### config.mk
export PLATFORM = sky130hd
export DESIGN_NAME = pic_priority_resolver_flat
export DESIGN_NICKNAME = d
export VERILOG_FILES = /design/src/rtl/pic_priority_resolver_pkg.sv /design/src/rtl/pic_priority_resolver_if.sv /design/src/rtl/pic_prio_encoder.sv /design/src/rtl/pic_priority_resolver.sv /design/src/flat_wrapper.sv
export SDC_FILE = /design/constraint.sdc
export NUM_CORES = 1
export LEC_CHECK = 0
export CAP_MARGIN = 10
export CORE_MARGIN = 5
export CORE_UTILIZATION = 46
export CTS_CLUSTER_DIAMETER = 30
export CTS_CLUSTER_SIZE = 8
export DETAILED_ROUTE_END_ITERATION = 12
export PLACE_DENSITY = 0.7
export REMOVE_ABC_BUFFERS = 1
export SYNTH_ARGS = -nofsm -noshare
export SYNTH_HDL_FRONTEND = slang
export SYNTH_HIERARCHICAL = 1
export SYNTH_SLANG_ARGS = --single-unit
### constraint.sdc
create_clock -name clk -period 6.2 [get_ports clk]
set_input_delay 1.55 -clock clk [delete_from_list [all_inputs] [get_ports clk]]
set_output_delay 1.55 -clock clk [all_outputs]
set_load 0.03 [all_outputs]
### src/rtl/pic_priority_resolver_pkg.sv
// Shared constants, FSM state type and priority-rank helper for the PIC priority resolver.
package pic_pkg;
    localparam int NUM_IRQ = 8;
    localparam int IDX_W   = 3;
    localparam logic [IDX_W-1:0] SPURIOUS_LEVEL = 3'd7;

    typedef enum logic [1:0] {
        IDLE  = 2'd0,
        ACK1  = 2'd1,
        WAIT2 = 2'd2,
        ACK2  = 2'd3
    } pic_state_e;

    // Rank 0 is the highest priority; the level just above lp ranks first.
    function automatic logic [IDX_W-1:0] prio_rank(input logic [IDX_W-1:0] idx,
                                                   input logic [IDX_W-1:0] lp);
        return idx - lp - 3'd1;
    endfunction
endpackage

### src/rtl/pic_priority_resolver_if.sv
// Request/mask/EOI/INTA bundle between the PIC control logic and the priority resolver.
// Adds rotate_on_eoi when PIC_ROTATE_PRIORITY_EN is defined.
interface pic_priority_resolver_if
    import pic_pkg::*;
#(
    parameter int VEC_BASE_W = 5
);
    logic [NUM_IRQ-1:0]    irr;
    logic [NUM_IRQ-1:0]    imr;
    logic [VEC_BASE_W-1:0] vec_base;
    logic                  auto_eoi;
    logic                  eoi_cmd;
    logic                  eoi_specific;
    logic [IDX_W-1:0]      eoi_level;
    logic                  inta_n;
`ifdef PIC_ROTATE_PRIORITY_EN
    logic                  rotate_on_eoi;
`endif
    logic                  int_out;
    logic [NUM_IRQ-1:0]    data_out;
    logic                  data_oe;
    logic [NUM_IRQ-1:0]    isr;
    logic [NUM_IRQ-1:0]    irr_clear;

    modport master (
`ifdef PIC_ROTATE_PRIORITY_EN
        output rotate_on_eoi,
`endif
        output irr, imr, vec_base, auto_eoi, eoi_cmd, eoi_specific, eoi_level, inta_n,
        input  int_out, data_out, data_oe, isr, irr_clear
    );

    modport slave (
`ifdef PIC_ROTATE_PRIORITY_EN
        input  rotate_on_eoi,
`endif
        input  irr, imr, vec_base, auto_eoi, eoi_cmd, eoi_specific, eoi_level, inta_n,
        output int_out, data_out, data_oe, isr, irr_clear
    );
endinterface

### src/rtl/pic_prio_encoder.sv
// Rotating priority encoder: reports the first set bit starting at (base+1) mod 8 and wrapping.
module pic_prio_encoder
    import pic_pkg::*;
(
    input  logic [NUM_IRQ-1:0] vec,
    input  logic [IDX_W-1:0]   base,
    output logic               valid,
    output logic [IDX_W-1:0]   idx
);
    logic [IDX_W-1:0] cand;

    // Scan lowest to highest priority so the highest-priority hit is written last.
    always_comb begin
        valid = 1'b0;
        idx   = '0;
        cand  = '0;
        for (int i = NUM_IRQ - 1; i >= 0; i--) begin
            cand = base + IDX_W'(i) + 3'd1;
            if (vec[cand]) begin
                valid = 1'b1;
                idx   = cand;
            end
        end
    end
endmodule

### src/rtl/pic_priority_resolver.sv
// PIC priority resolver: picks the winning request, runs the two-pulse INTA sequence and tracks the ISR.
// Rotating priority (rotate_on_eoi input) is built only when PIC_ROTATE_PRIORITY_EN is defined.
module pic_priority_resolver
    import pic_pkg::*;
#(
    parameter int NUM_IRQ    = 8,
    parameter int VEC_BASE_W = 5
) (
    input logic                    clk,
    input logic                    reset,
    pic_priority_resolver_if.slave bus
);
    pic_state_e            state_q, state_d;
    logic                  inta_prev_q, inta_prev_d;
    logic [IDX_W-1:0]      sel_q, sel_d;
    logic                  spur_q, spur_d;
    logic [NUM_IRQ-1:0]    isr_q, isr_d;
    logic                  int_out_q, int_out_d;
    logic [NUM_IRQ-1:0]    data_out_q, data_out_d;
    logic                  data_oe_q, data_oe_d;
    logic [NUM_IRQ-1:0]    irr_clear_q, irr_clear_d;
    logic [IDX_W-1:0]      lp;
    logic [NUM_IRQ-1:0]    pending;
    logic [VEC_BASE_W-1:0] vec_base;
    logic                  win_vld, cur_vld, win_higher, fall, rise;
    logic [IDX_W-1:0]      win, cur;

`ifdef PIC_ROTATE_PRIORITY_EN
    logic [IDX_W-1:0]      lp_q, lp_d;
    assign lp = lp_q;
`else
    logic [IDX_W-1:0]      lp_d;
    assign lp = IDX_W'(NUM_IRQ - 1);
`endif

    assign pending    = bus.irr & ~bus.imr;
    assign vec_base   = bus.vec_base;
    assign fall       = inta_prev_q & ~bus.inta_n;
    assign rise       = ~inta_prev_q & bus.inta_n;
    assign win_higher = prio_rank(win, lp) < prio_rank(cur, lp);

    pic_prio_encoder u_win_enc (.vec(pending), .base(lp), .valid(win_vld), .idx(win));
    pic_prio_encoder u_cur_enc (.vec(isr_q),   .base(lp), .valid(cur_vld), .idx(cur));

    always_comb begin
        state_d     = state_q;
        inta_prev_d = bus.inta_n;
        sel_d       = sel_q;
        spur_d      = spur_q;
        isr_d       = isr_q;
        data_out_d  = data_out_q;
        data_oe_d   = data_oe_q;
        irr_clear_d = '0;
        lp_d        = lp;

        // EOI clears land before any ISR set below, so a same-cycle set survives.
        if (bus.eoi_cmd) begin
            if (bus.eoi_specific) begin
                isr_d[bus.eoi_level] = 1'b0;
            end else if (cur_vld) begin
                isr_d[cur] = 1'b0;
`ifdef PIC_ROTATE_PRIORITY_EN
                if (bus.rotate_on_eoi) lp_d = cur;
`endif
            end
        end

        case (state_q)
            IDLE: if (fall) begin
                state_d = ACK1;
                if (int_out_q && win_vld) begin
                    sel_d              = win;
                    spur_d             = 1'b0;
                    isr_d[win]         = 1'b1;
                    irr_clear_d[win]   = 1'b1;
                end else begin
                    sel_d  = SPURIOUS_LEVEL;
                    spur_d = 1'b1;
                end
            end
            ACK1: if (rise) state_d = WAIT2;
            WAIT2: if (fall) begin
                state_d    = ACK2;
                data_out_d = {vec_base, sel_q};
                data_oe_d  = 1'b1;
            end
            ACK2: if (rise) begin
                state_d   = IDLE;
                data_oe_d = 1'b0;
                if (bus.auto_eoi && !spur_q) begin
                    isr_d[sel_q] = 1'b0;
`ifdef PIC_ROTATE_PRIORITY_EN
                    if (bus.rotate_on_eoi) lp_d = sel_q;
`endif
                end
            end
            default: state_d = IDLE;
        endcase

        // Gated on the next state so the request drops in the same edge that starts an acknowledge.
        int_out_d = (state_d == IDLE) && win_vld && (!cur_vld || win_higher);
    end

    always_ff @(posedge clk or negedge reset) begin
        if (!reset) begin
            state_q     <= IDLE;
            inta_prev_q <= 1'b1;
            sel_q       <= '0;
            spur_q      <= 1'b0;
            isr_q       <= '0;
            int_out_q   <= 1'b0;
            data_out_q  <= '0;
            data_oe_q   <= 1'b0;
            irr_clear_q <= '0;
        end else begin
            state_q     <= state_d;
            inta_prev_q <= inta_prev_d;
            sel_q       <= sel_d;
            spur_q      <= spur_d;
            isr_q       <= isr_d;
            int_out_q   <= int_out_d;
            data_out_q  <= data_out_d;
            data_oe_q   <= data_oe_d;
            irr_clear_q <= irr_clear_d;
        end
    end

`ifdef PIC_ROTATE_PRIORITY_EN
    always_ff @(posedge clk or negedge reset) begin
        if (!reset) lp_q <= IDX_W'(NUM_IRQ - 1);
        else        lp_q <= lp_d;
    end
`endif

    assign bus.int_out   = int_out_q;
    assign bus.data_out  = data_out_q;
    assign bus.data_oe   = data_oe_q;
    assign bus.isr       = isr_q;
    assign bus.irr_clear = irr_clear_q;
endmodule
### src/flat_wrapper.sv
// flat-port wrapper written by rule: the top's interface ports become plain ports
module pic_priority_resolver_flat import pic_pkg::*;
#(
    parameter int NUM_IRQ    = 8,
    parameter int VEC_BASE_W = 5
)
  (clk, reset, bus_irr, bus_imr, bus_vec_base, bus_auto_eoi, bus_eoi_cmd, bus_eoi_specific, bus_eoi_level, bus_inta_n, bus_int_out, bus_data_out, bus_data_oe, bus_isr, bus_irr_clear);
  pic_priority_resolver_if #(.VEC_BASE_W(VEC_BASE_W)) bus_i ();
  input logic clk;
  input logic reset;
  input wire logic [$bits(bus_i.irr)-1:0] bus_irr;
  input wire logic [$bits(bus_i.imr)-1:0] bus_imr;
  input wire logic [$bits(bus_i.vec_base)-1:0] bus_vec_base;
  input wire logic [$bits(bus_i.auto_eoi)-1:0] bus_auto_eoi;
  input wire logic [$bits(bus_i.eoi_cmd)-1:0] bus_eoi_cmd;
  input wire logic [$bits(bus_i.eoi_specific)-1:0] bus_eoi_specific;
  input wire logic [$bits(bus_i.eoi_level)-1:0] bus_eoi_level;
  input wire logic [$bits(bus_i.inta_n)-1:0] bus_inta_n;
  output wire logic [$bits(bus_i.int_out)-1:0] bus_int_out;
  output wire logic [$bits(bus_i.data_out)-1:0] bus_data_out;
  output wire logic [$bits(bus_i.data_oe)-1:0] bus_data_oe;
  output wire logic [$bits(bus_i.isr)-1:0] bus_isr;
  output wire logic [$bits(bus_i.irr_clear)-1:0] bus_irr_clear;
  assign bus_i.irr = bus_irr;
  assign bus_i.imr = bus_imr;
  assign bus_i.vec_base = bus_vec_base;
  assign bus_i.auto_eoi = bus_auto_eoi;
  assign bus_i.eoi_cmd = bus_eoi_cmd;
  assign bus_i.eoi_specific = bus_eoi_specific;
  assign bus_i.eoi_level = bus_eoi_level;
  assign bus_i.inta_n = bus_inta_n;
  assign bus_int_out = bus_i.int_out;
  assign bus_data_out = bus_i.data_out;
  assign bus_data_oe = bus_i.data_oe;
  assign bus_isr = bus_i.isr;
  assign bus_irr_clear = bus_i.irr_clear;
  pic_priority_resolver #(.NUM_IRQ(NUM_IRQ), .VEC_BASE_W(VEC_BASE_W)) u_core (.clk(clk), .reset(reset), .bus(bus_i));
endmodule
==> results of run 1 <==
area by class of cell:
class / instances / share of cell area
Sequential cell: 33 / 0.191
Multi-Input combinational cell: 323 / 0.602
Tap cell: 102 / 0.0295
Timing Repair Buffer: 56 / 0.129
Inverter: 19 / 0.0165
Clock inverter: 3 / 0.0151
Clock buffer: 5 / 0.0159
registers in the layout, summed over array words and instances, names as in the netlist:
register and count:
u_core/inta_prev_q 1, u_core/bus.int_out 1, u_core/bus.data_oe 1, u_core/state_q 2
u_core/spur_q 1, u_core/bus.isr 8, u_core/bus.irr_clear 8, u_core/sel_q 3
u_core/bus.data_out 8
synthesized netlist by cell type (all sizes together), types with 3 or more instances:
library cell,count
a31oi,3
a221oi,4
a21oi,17
buf,15
ha,12
mux2,30
and4b,3
a22oi,5
clkbuf,6
or4,3
o31ai,3
nand2b,9
o32ai,3
dfrtp,32
inv,19
nor2b,11
nand2,31
nor3,12
nor2,27
and2,3
nor3b,3
mux4,20
o21ai,24
nand3,13
nand4,4
nor4,6
xnor2,4
mux2i,14
worst max-delay path: cells and delay by family:
| family | cells | cell delay, ns |
|---|---|---|
| buffers and inverters | 1 | 0.39 |
| adder cells (fa/ha/maj) | 1 | 0.36 |
| multiplexers | 2 | 0.83 |
| AO/OA/AOI/OAI | 4 | 1.09 |
| AND/OR/NAND/NOR | 4 | 0.64 |
final timing paths:
check | slack (ns) | end | start | cells past startpoint
min in group asynchronous | 1.67 | u_core/sel_q[0] | reset | 2
worst max-delay path | 1.54 | u_core/bus.int_out | bus_irr[5] | 12
worst min register to register | 0.49 | u_core/bus.data_out[1] | u_core/bus.data_out[1] | 1
worst min-delay path | 0.49 | u_core/bus.data_out[1] | u_core/bus.data_out[1] | 1
worst max register to register | 2.97 | u_core/bus.int_out | u_core/bus.isr[5] | 11
max in group asynchronous | 4.20 | u_core/inta_prev_q | reset | 2
layer usage:
layer,share of wire,GRT usage,wire length [µm]
met5,0,0,0
met4,0.015,0.0546,135
met3,0.041,0.0231,363
met2,0.49,0.302,4400
met1,0.45,0.251,4020
kinds of logic after synthesis:
group                    share of synthesized area
buffers and inverters                       0.0802
adder cells (fa/ha/maj)                     0.0411
other                                      0.00103
AND/OR/NAND/NOR                              0.211
AO/OA/AOI/OAI                                0.151
flip-flops                                   0.226
multiplexers                                 0.262
XOR/XNOR                                    0.0274
through the flow:
stage	instance area, µm²	hold slack [ns]	power, mW
finish	4320	0.494	1.21
global route	4320	0.518	1.29
CTS	4320	0.496	1.20
detailed placement	4190	0.481	0.951
global placement	4190	0.475	0.938
floorplan	3500	0.487	0.761
where the power goes:
group | leakage, nW | internal, mW | switching [mW]
Clock | 0.0681 | 0.160 | 0.0797
Sequential | 0.423 | 0.270 | 0.0570
Combinational | 1.34 | 0.273 | 0.368
Total | 1.83 | 0.703 | 0.504
==> flow_metrics.env, run 1 <==
export IMPL_fmax_ghz=0.214
export IMPL_place_congestion=0.980
export IMPL_critPathCaptureType="flop"
export IMPL_gr_usage_all_layers=0.183
export IMPL_pre_cts_ws_ns=1.31
export IMPL_port_buffers=55
export IMPL_yosys_top_cells_area="dfrtp_1 22%, mux4_2 11%, mux2_1 4.9%, ha_1 4.1%, mux2i_1 3.3%"
export IMPL_rsz0062_at_grt="no"
export IMPL_layout_nets=480
export IMPL_n_fill_cell=685
export IMPL_n_antenna_cell=0
export IMPL_hold_viol=0
export IMPL_finalSetupTns_ns=0
export IMPL_multi_input_area_um2=2600
export IMPL_final_cell_mix="55 x clkdlybuf4s50_1, 32 x dfrtp_1, 30 x nand2_1"
export IMPL_cts_sinks=33
export IMPL_antenna_found_initial=0
export IMPL_outcome="completed"
export IMPL_yosys_cell_types_count=72
export IMPL_root_buffer="clkbuf_8"
export IMPL_fp_row_count=32
export IMPL_hold_class="reg -> reg"
export IMPL_grt_pass1_vias=3154
export IMPL_synthArstFlopShare=1.00
export IMPL_yosysSeqAreaShare=0.226
export IMPL_cts_setup_buffers=0
export IMPL_post_drt_via_cell_ratio=5.99
export IMPL_num_vias=3239
export IMPL_yosys_area_top_type_share=0.219
export IMPL_fp_dieH_um=99.1
export IMPL_post_cts_resized=0
export IMPL_dp_cells=533
export IMPL_ys_ff_latch=33
export IMPL_synth_cells=377
export IMPL_ir_worst_vdd_v=0.000250
export IMPL_dieArea_um2=9820
export IMPL_initialDrtViolationCount=262
export IMPL_final_common_cell="clkdlybuf4s50_1"
export IMPL_cts_tree="built"
export IMPL_drc_errors=0
export IMPL_slew_limit_headroom=0.445
export IMPL_overflow=0
export IMPL_ys_flop_type="dfrtp_1"
export IMPL_maxCapViolCount=0
export IMPL_hold_buffers=0
export IMPL_finalCoreUtilization=0.559
export IMPL_cpMaxStageDelayCell="a31oi_1"
export IMPL_fin_crit_sh=0.752
export IMPL_cp_start_kind="input port"
export IMPL_drt_first_pass_iters=5
export IMPL_hpwl_um=6780
export IMPL_pin_count=56
export IMPL_worst_endpoint_arrival_ns=4.86
export IMPL_worstSetupPathType="in -> reg"
export IMPL_htree_levels=2
export IMPL_regArea_um2=827
export IMPL_path_max_fanout=9
export IMPL_synth_area_per_cell_um2=9.69
export IMPL_path_clk_slew_ns=0.07
export IMPL_crit_required_ns=6.40
export IMPL_coreArea_um2=7730
export IMPL_setup_ws_ns=1.54
export IMPL_synth_edf_count=0
export IMPL_cts_buffer_depth=2
export IMPL_leakage_nw=1.83
export IMPL_area_growth_syn_to_layout_pct=18.3
export IMPL_totalWireLength_um=8920
export IMPL_instances_no_fill=541
export IMPL_slew_viol_final=0
export IMPL_fin_crit_ns=4.66
export IMPL_yosys_area_top_type="dfrtp_1"
export IMPL_p_per_area_nw_per_um2=279
export IMPL_cpPeakStageDelay_ns=0.65
export IMPL_path_cells="clkdlybuf4s50_1 -> nor2b_1 -> mux2_2 -> mux4_2 -> nor2_1 -> and4b_1 -> o31ai_1 -> a31oi_1 -> ha_1 -> a211oi_1 -> o21ai_0 -> nor3_1"
export IMPL_grt_pass1_wl_um=15000
export IMPL_initial_core_util=0.473
export IMPL_cts_buffers=5
export IMPL_grt_max_degree=34
export IMPL_insertion_delay_ns=0.29
export IMPL_setup_violations=0
export IMPL_syn_area_um2=3650
export IMPL_drive_gt1_frac=0.144
export IMPL_yosys_warnings=6
export IMPL_finalClockSkew_ns=0.00935
export IMPL_worstMarginPinSlew_ns=0.829
export IMPL_die_width_um=99.1
export IMPL_drtAntennaViolNets=0
export IMPL_routedWlPerCell_um=16.5
No activity file was read; power rests on OpenSTA's default activity.
==> run 2, diff against run 1 <==
==> constraint.sdc (replaced) <==
create_clock -name clk -period 4.4 [get_ports clk]
set_input_delay 1.1 -clock clk [delete_from_list [all_inputs] [get_ports clk]]
set_output_delay 1.1 -clock clk [all_outputs]
set_load 0.03 [all_outputs]
==> run 2 against run 1 <==
- clock power decreased by 5%
- routed wire length down 0.29%
- cell area decreased by 0.58%
- critical path type unchanged
- power increased by 33%
- register-to-register slack lost 1.9 ns
- largest power group unchanged
==> flow_metrics.env, run 2 (synthesis results as in run 1) <==
export IMPL_outcome="completed"
export IMPL_insertion_delay_ns=0.29
export IMPL_fin_crit_sh=0.902
export IMPL_cts_setup_buffers=0
export IMPL_layout_nets=483
export IMPL_setup_ws_ns=0.431
export IMPL_cts_buffer_depth=2
export IMPL_num_vias=3217
export IMPL_grt_use_met1=0.226
export IMPL_critPathCaptureType="flop"
export IMPL_drt_first_pass_iters=5
export IMPL_final_cell_mix="55 x clkdlybuf4s50_1, 32 x dfrtp_1, 30 x nand2_1"
export IMPL_initialDrtViolationCount=192
export IMPL_path_clk_slew_ns=0.07
export IMPL_n_fill_cell=671
export IMPL_ir_worst_vdd_v=0.000361
export IMPL_coreArea_um2=7730
export IMPL_drtAntennaViolNets=0
export IMPL_slew_viol_final=0
export IMPL_overflow=0
export IMPL_cp_startpoint="bus_irr[7]"
export IMPL_grt_pass1_vias=3057
export IMPL_post_drt_via_cell_ratio=5.91
export IMPL_cts_buffers=5
export IMPL_fp_row_count=32
export IMPL_r2r_cells=11
export IMPL_pre_cts_ws_ns=0.160
export IMPL_finalSetupTns_ns=0
export IMPL_met3_usage=0.0365
export IMPL_antenna_found_initial=0
export IMPL_fmax_ghz=0.252
export IMPL_final_common_cell="clkdlybuf4s50_1"
export IMPL_place_congestion=0.945
export IMPL_hold_viol=0
export IMPL_hpwl_um=6830
export IMPL_setup_worst_path_end="u_core/bus.isr[0]"
export IMPL_worst_endpoint_arrival_ns=4.20
export IMPL_r2r_slack_ns=1.10
export IMPL_maxCapViolCount=0
export IMPL_dieArea_um2=9820
export IMPL_worstMarginPinSlew_ns=0.733
export IMPL_path_max_fanout=7
export IMPL_cts_tree="built"
export IMPL_setup_violations=0
export IMPL_totalWireLength_um=8890
export IMPL_grt_busiest_layer="met2"
export IMPL_met2_usage=0.299
export IMPL_hold_buffers=0
export IMPL_placed_area_um2=4210
export IMPL_gr_usage_all_layers=0.177
export IMPL_rr_startpoint="u_core/bus.isr[5]"
export IMPL_cts_sinks=33
export IMPL_timing_rr_end="u_core/bus.int_out"
export IMPL_power_mw=1.60
export IMPL_final_cell_area_um2=4300
export IMPL_area_growth_syn_to_layout_pct=17.6
export IMPL_drive_gt1_frac=0.149
export IMPL_cp_start_kind="input port"
export IMPL_worstSetupPathType="in -> reg"
export IMPL_htree_levels=2
export IMPL_root_buffer="clkbuf_8"
export IMPL_fp_dieH_um=99.1
export IMPL_port_buffers=55
export IMPL_grt_pass1_wl_um=14400
export IMPL_slew_limit_headroom=0.504
export IMPL_leakage_nw=1.82
export IMPL_p_per_area_nw_per_um2=372
export IMPL_n_antenna_cell=0
export IMPL_drc_errors=0
export IMPL_post_cts_resized=0
export IMPL_crit_required_ns=4.63
export IMPL_die_width_um=99.1
export IMPL_finalClockSkew_ns=0.00830
export IMPL_rsz0062_at_grt="no"
export IMPL_routedWlPerCell_um=16.3
export IMPL_initial_core_util=0.473
export IMPL_pin_count=56
export IMPL_hold_class="reg -> reg"
export IMPL_fin_crit_ns=3.97
export IMPL_grt_max_degree=34
## run 2: cell count changes in the layout (fill, tap and decap cells not counted)
cell        change
buf_4           +3
bufinv_16       -2
clkinvlp_4      +1
clkinv_2        +1
## run 2: how the worst min path moves through the flow
stage	from	end	slack [ns]	depth (start not counted)
after global placement	u_core/bus.data_out[3]	u_core/bus.data_out[3]	0.48	1
after global routing	u_core/bus.data_out[5]	u_core/bus.data_out[5]	0.51	1
after detailed placement	u_core/bus.data_out[0]	u_core/bus.data_out[0]	0.48	1
after CTS	u_core/bus.data_out[3]	u_core/bus.data_out[3]	0.50	1
after floorplan	u_core/spur_q	u_core/spur_q	0.49	2
final	u_core/bus.data_out[5]	u_core/bus.data_out[5]	0.49	1
## run 2: where the power goes
group          leakage, nW  internal (mW)  switching (mW)  total, mW
registers            0.423          0.381          0.0792      0.460
logic                 1.35          0.391           0.523      0.914
clock network       0.0439          0.109           0.117      0.226
total                 1.82          0.881           0.719       1.60
## run 2: worst max-delay path, stage by stage
cell	delay, ns
clkdlybuf4s50_1	0.39
nor2b_1	0.18
mux2_4	0.30
mux2_2	0.27
or4_1	0.46
a21oi_2	0.19
nor4_1	0.06
a311o_1	0.35
or3_1	0.39
or4_4	0.42
o21ai_2	0.06
## run 2: layer usage
metal | up-vias | routed length (µm) | part of all wire
met5 | - | 0 | 0
li1 | 1542 | - | -
met2 | 117 | 4250 | 0.48
met1 | 1534 | 3960 | 0.45
met4 | 0 | 221 | 0.025
met3 | 24 | 463 | 0.052
## run 2: metrics by stage
stage	util	hold slack, ns	cells
after floorplan	-	0.487	375
after global placement	0.545	0.475	536
final	0.556	0.495	544
after detailed placement	0.545	0.481	536
after global routing	0.556	0.511	544
after CTS	0.556	0.499	544
## run 2: area by class of cell
class                      count  area (µm²)  area share
timing repair buffer          59         581       0.135
clock buffer                   5        68.8      0.0160
clock inverter                 3        17.5     0.00408
inverter                      19        71.3      0.0166
multi-input combinational    323        2600       0.606
sequential                    33         827       0.192
tap                          102         128      0.0297
==> run 3, diff against run 2 <==
--- a/config.mk
+++ b/config.mk
@@ -6,13 +6,13 @@
 export NUM_CORES = 1
 export LEC_CHECK = 0
 export CAP_MARGIN = 10
-export CORE_MARGIN = 5
 export CORE_UTILIZATION = 46
-export CTS_CLUSTER_DIAMETER = 30
+export CTS_CLUSTER_DIAMETER = 80
 export CTS_CLUSTER_SIZE = 8
 export DETAILED_ROUTE_END_ITERATION = 12
 export PLACE_DENSITY = 0.7
 export REMOVE_ABC_BUFFERS = 1
+export SETUP_SLACK_MARGIN = 0.05
 export SYNTH_ARGS = -nofsm -noshare
 export SYNTH_HDL_FRONTEND = slang
 export SYNTH_HIERARCHICAL = 1
==> run 3 against run 2 <==
- worst hold slack worse by 0.0051 ns
- final cell count unchanged
- utilization up 0.24 points
- sequential share of layout area about the same
- largest cell class unchanged
- largest power group unchanged
- highest routed layer unchanged
==> flow_metrics.env, run 3 (synthesis results as in run 1) <==
export IMPL_crit_required_ns=4.62
export IMPL_hold_viol=0
export IMPL_p_comb_frac=0.572
export IMPL_clockPowerShare=0.137
export IMPL_coreArea_um2=7690
export IMPL_fin_crit_ns=3.96
export IMPL_rr_startpoint="u_core/bus.isr[4]"
export IMPL_routedWlPerCell_um=15.5
export IMPL_critPathCaptureType="flop"
export IMPL_cts_buffers=5
export IMPL_n_antenna_cell=0
export IMPL_fin_crit_sh=0.899
export IMPL_switching_share=0.444
export IMPL_drive_gt1_frac=0.147
export IMPL_worstSetupPathType="in -> reg"
export IMPL_n_fill_cell=712
export IMPL_outcome="completed"
export IMPL_r2r_slack_ns=1.20
export IMPL_timing_rr_end="u_core/bus.int_out"
export IMPL_worst_endpoint_arrival_ns=4.18
export IMPL_pin_count=56
export IMPL_hold_start="u_core/bus.data_out[1]"
export IMPL_post_drt_via_cell_ratio=5.87
export IMPL_worstMarginPinSlew_ns=0.609
export IMPL_die_width_um=91.1
export IMPL_p_switching_mw=0.705
export IMPL_leakage_nw=1.82
export IMPL_cts_setup_buffers=0
export IMPL_fp_row_count=32
export IMPL_dieArea_um2=8300
export IMPL_initialDrtViolationCount=181
export IMPL_post_cts_resized=0
export IMPL_path_cells="clkdlybuf4s50_1 -> nor2b_1 -> mux2_2 -> mux4_2 -> nor3b_2 -> a211o_1 -> nor4_1 -> a311o_1 -> or3_1 -> or4_4 -> o21ai_2"
export IMPL_fp_dieH_um=91.1
export IMPL_gr_usage_all_layers=0.209
export IMPL_final_cell_mix="55 x clkdlybuf4s50_1, 32 x dfrtp_1, 30 x nand2_1"
export IMPL_final_common_cell="clkdlybuf4s50_1"
export IMPL_cpPeakStageDelay_ns=0.54
export IMPL_area_growth_syn_to_layout_pct=17.5
export IMPL_dp_cells=536
export IMPL_overflow=0
export IMPL_num_vias=3193
export IMPL_port_buffers=55
export IMPL_hpwl_um=6580
export IMPL_root_buffer="clkbuf_8"
export IMPL_seqPwrFrac=0.291
export IMPL_fmax_ghz=0.253
export IMPL_slew_viol_final=0
export IMPL_initial_core_util=0.475
export IMPL_cp_start_kind="input port"
export IMPL_layout_nets=483
export IMPL_holdPathStages=1
export IMPL_finalClockSkew_ns=0.00670
export IMPL_htree_levels=2
export IMPL_internal_power_mw=0.881
export IMPL_place_congestion=0.907
export IMPL_cts_tree="built"
export IMPL_ir_worst_vdd_v=0.000390
export IMPL_grt_pass1_wl_um=14100
export IMPL_grt_max_degree=34
export IMPL_instances_no_fill=544
export IMPL_cpMaxStageDelayCell="mux4_2"
export IMPL_path_clk_slew_ns=0.07
export IMPL_totalWireLength_um=8440
export IMPL_p_per_area_nw_per_um2=369
export IMPL_cts_sinks=33
export IMPL_hold_class="reg -> reg"
export IMPL_path_max_fanout=7
export IMPL_antenna_found_initial=0
export IMPL_drtAntennaViolNets=0
export IMPL_maxCapViolCount=0
export IMPL_hold_end="u_core/bus.data_out[1]"
export IMPL_slew_limit_headroom=0.589
export IMPL_setup_violations=0
export IMPL_rsz0062_at_grt="no"
export IMPL_cts_buffer_depth=2
export IMPL_drc_errors=0
export IMPL_insertion_delay_ns=0.29
export IMPL_finalSetupTns_ns=0
export IMPL_drt_first_pass_iters=7
export IMPL_grt_pass1_vias=2971
export IMPL_hold_buffers=0
export IMPL_r2r_cells=11
run 3: cell types whose count changed in the layout (fill, tap and decap cells not counted), sizes merged:
cell / delta
clkinvlp: -1
clkbuf: +1
run 3: cell type report:
type | instances | area [µm²] | area share
multi-input combinational | 323 | 2600 | 0.607
inverter | 19 | 71.3 | 0.0166
sequential | 33 | 827 | 0.193
tap | 102 | 128 | 0.0297
clock buffer | 6 | 72.6 | 0.0169
timing repair buffer | 59 | 581 | 0.135
clock inverter | 2 | 10.0 | 0.00233
run 3: worst max-delay path by stage:
stage | from | end | slack (ns) | cells after the start
floorplan | bus_irr[7] | u_core/bus.isr[0] | 0.63 | 10
global placement | bus_irr[5] | u_core/bus.isr[0] | 0.27 | 11
detailed placement | bus_irr[5] | u_core/bus.isr[0] | 0.16 | 11
CTS | bus_irr[5] | u_core/bus.isr[0] | 0.46 | 11
global route | bus_irr[5] | u_core/bus.isr[1] | 0.25 | 11
finish | bus_irr[5] | u_core/bus.isr[0] | 0.44 | 11
run 3: worst max-delay path, delay by kind of cell:
family	cells	cell delay (ns)
AOI/OAI and AO/OA	3	0.55
buffers and inverters	1	0.39
muxes	2	0.84
and+or+nand+nor	5	1.29
run 3: power by group through the flow:
stage	Sequential (mW)	Combinational (mW)	Clock, mW
6_report	0.462	0.907	0.218
3_5_place_dp	0.467	0.883	0
5_1_grt	0.475	0.980	0.234
2_1_floorplan	0.547	0.525	0
4_1_cts	0.461	0.887	0.221
3_3_place_gp	0.459	0.868	0
run 3: metal layers:
metal  routed length (µm)  global-route usage  vias to the layer above
met2                 4140               0.350                      113
met1                 3710               0.280                     1530
met3                  447              0.0268                       17
li1                     -                   -                     1533
met4                  142              0.0728                        0
met5                    0                   0                        -
run 3: per-stage QoR:
step	hold slack, ns	area, µm²	worst slack [ns]	power [mW]	utilization
floorplan	0.487	3500	0.628	1.07	-
global placement	0.473	4210	0.266	1.33	0.548
detailed placement	0.480	4210	0.162	1.35	0.548
CTS	0.496	4290	0.459	1.57	0.558
global route	0.509	4290	0.247	1.69	0.558
finish	0.490	4290	0.442	1.59	0.558
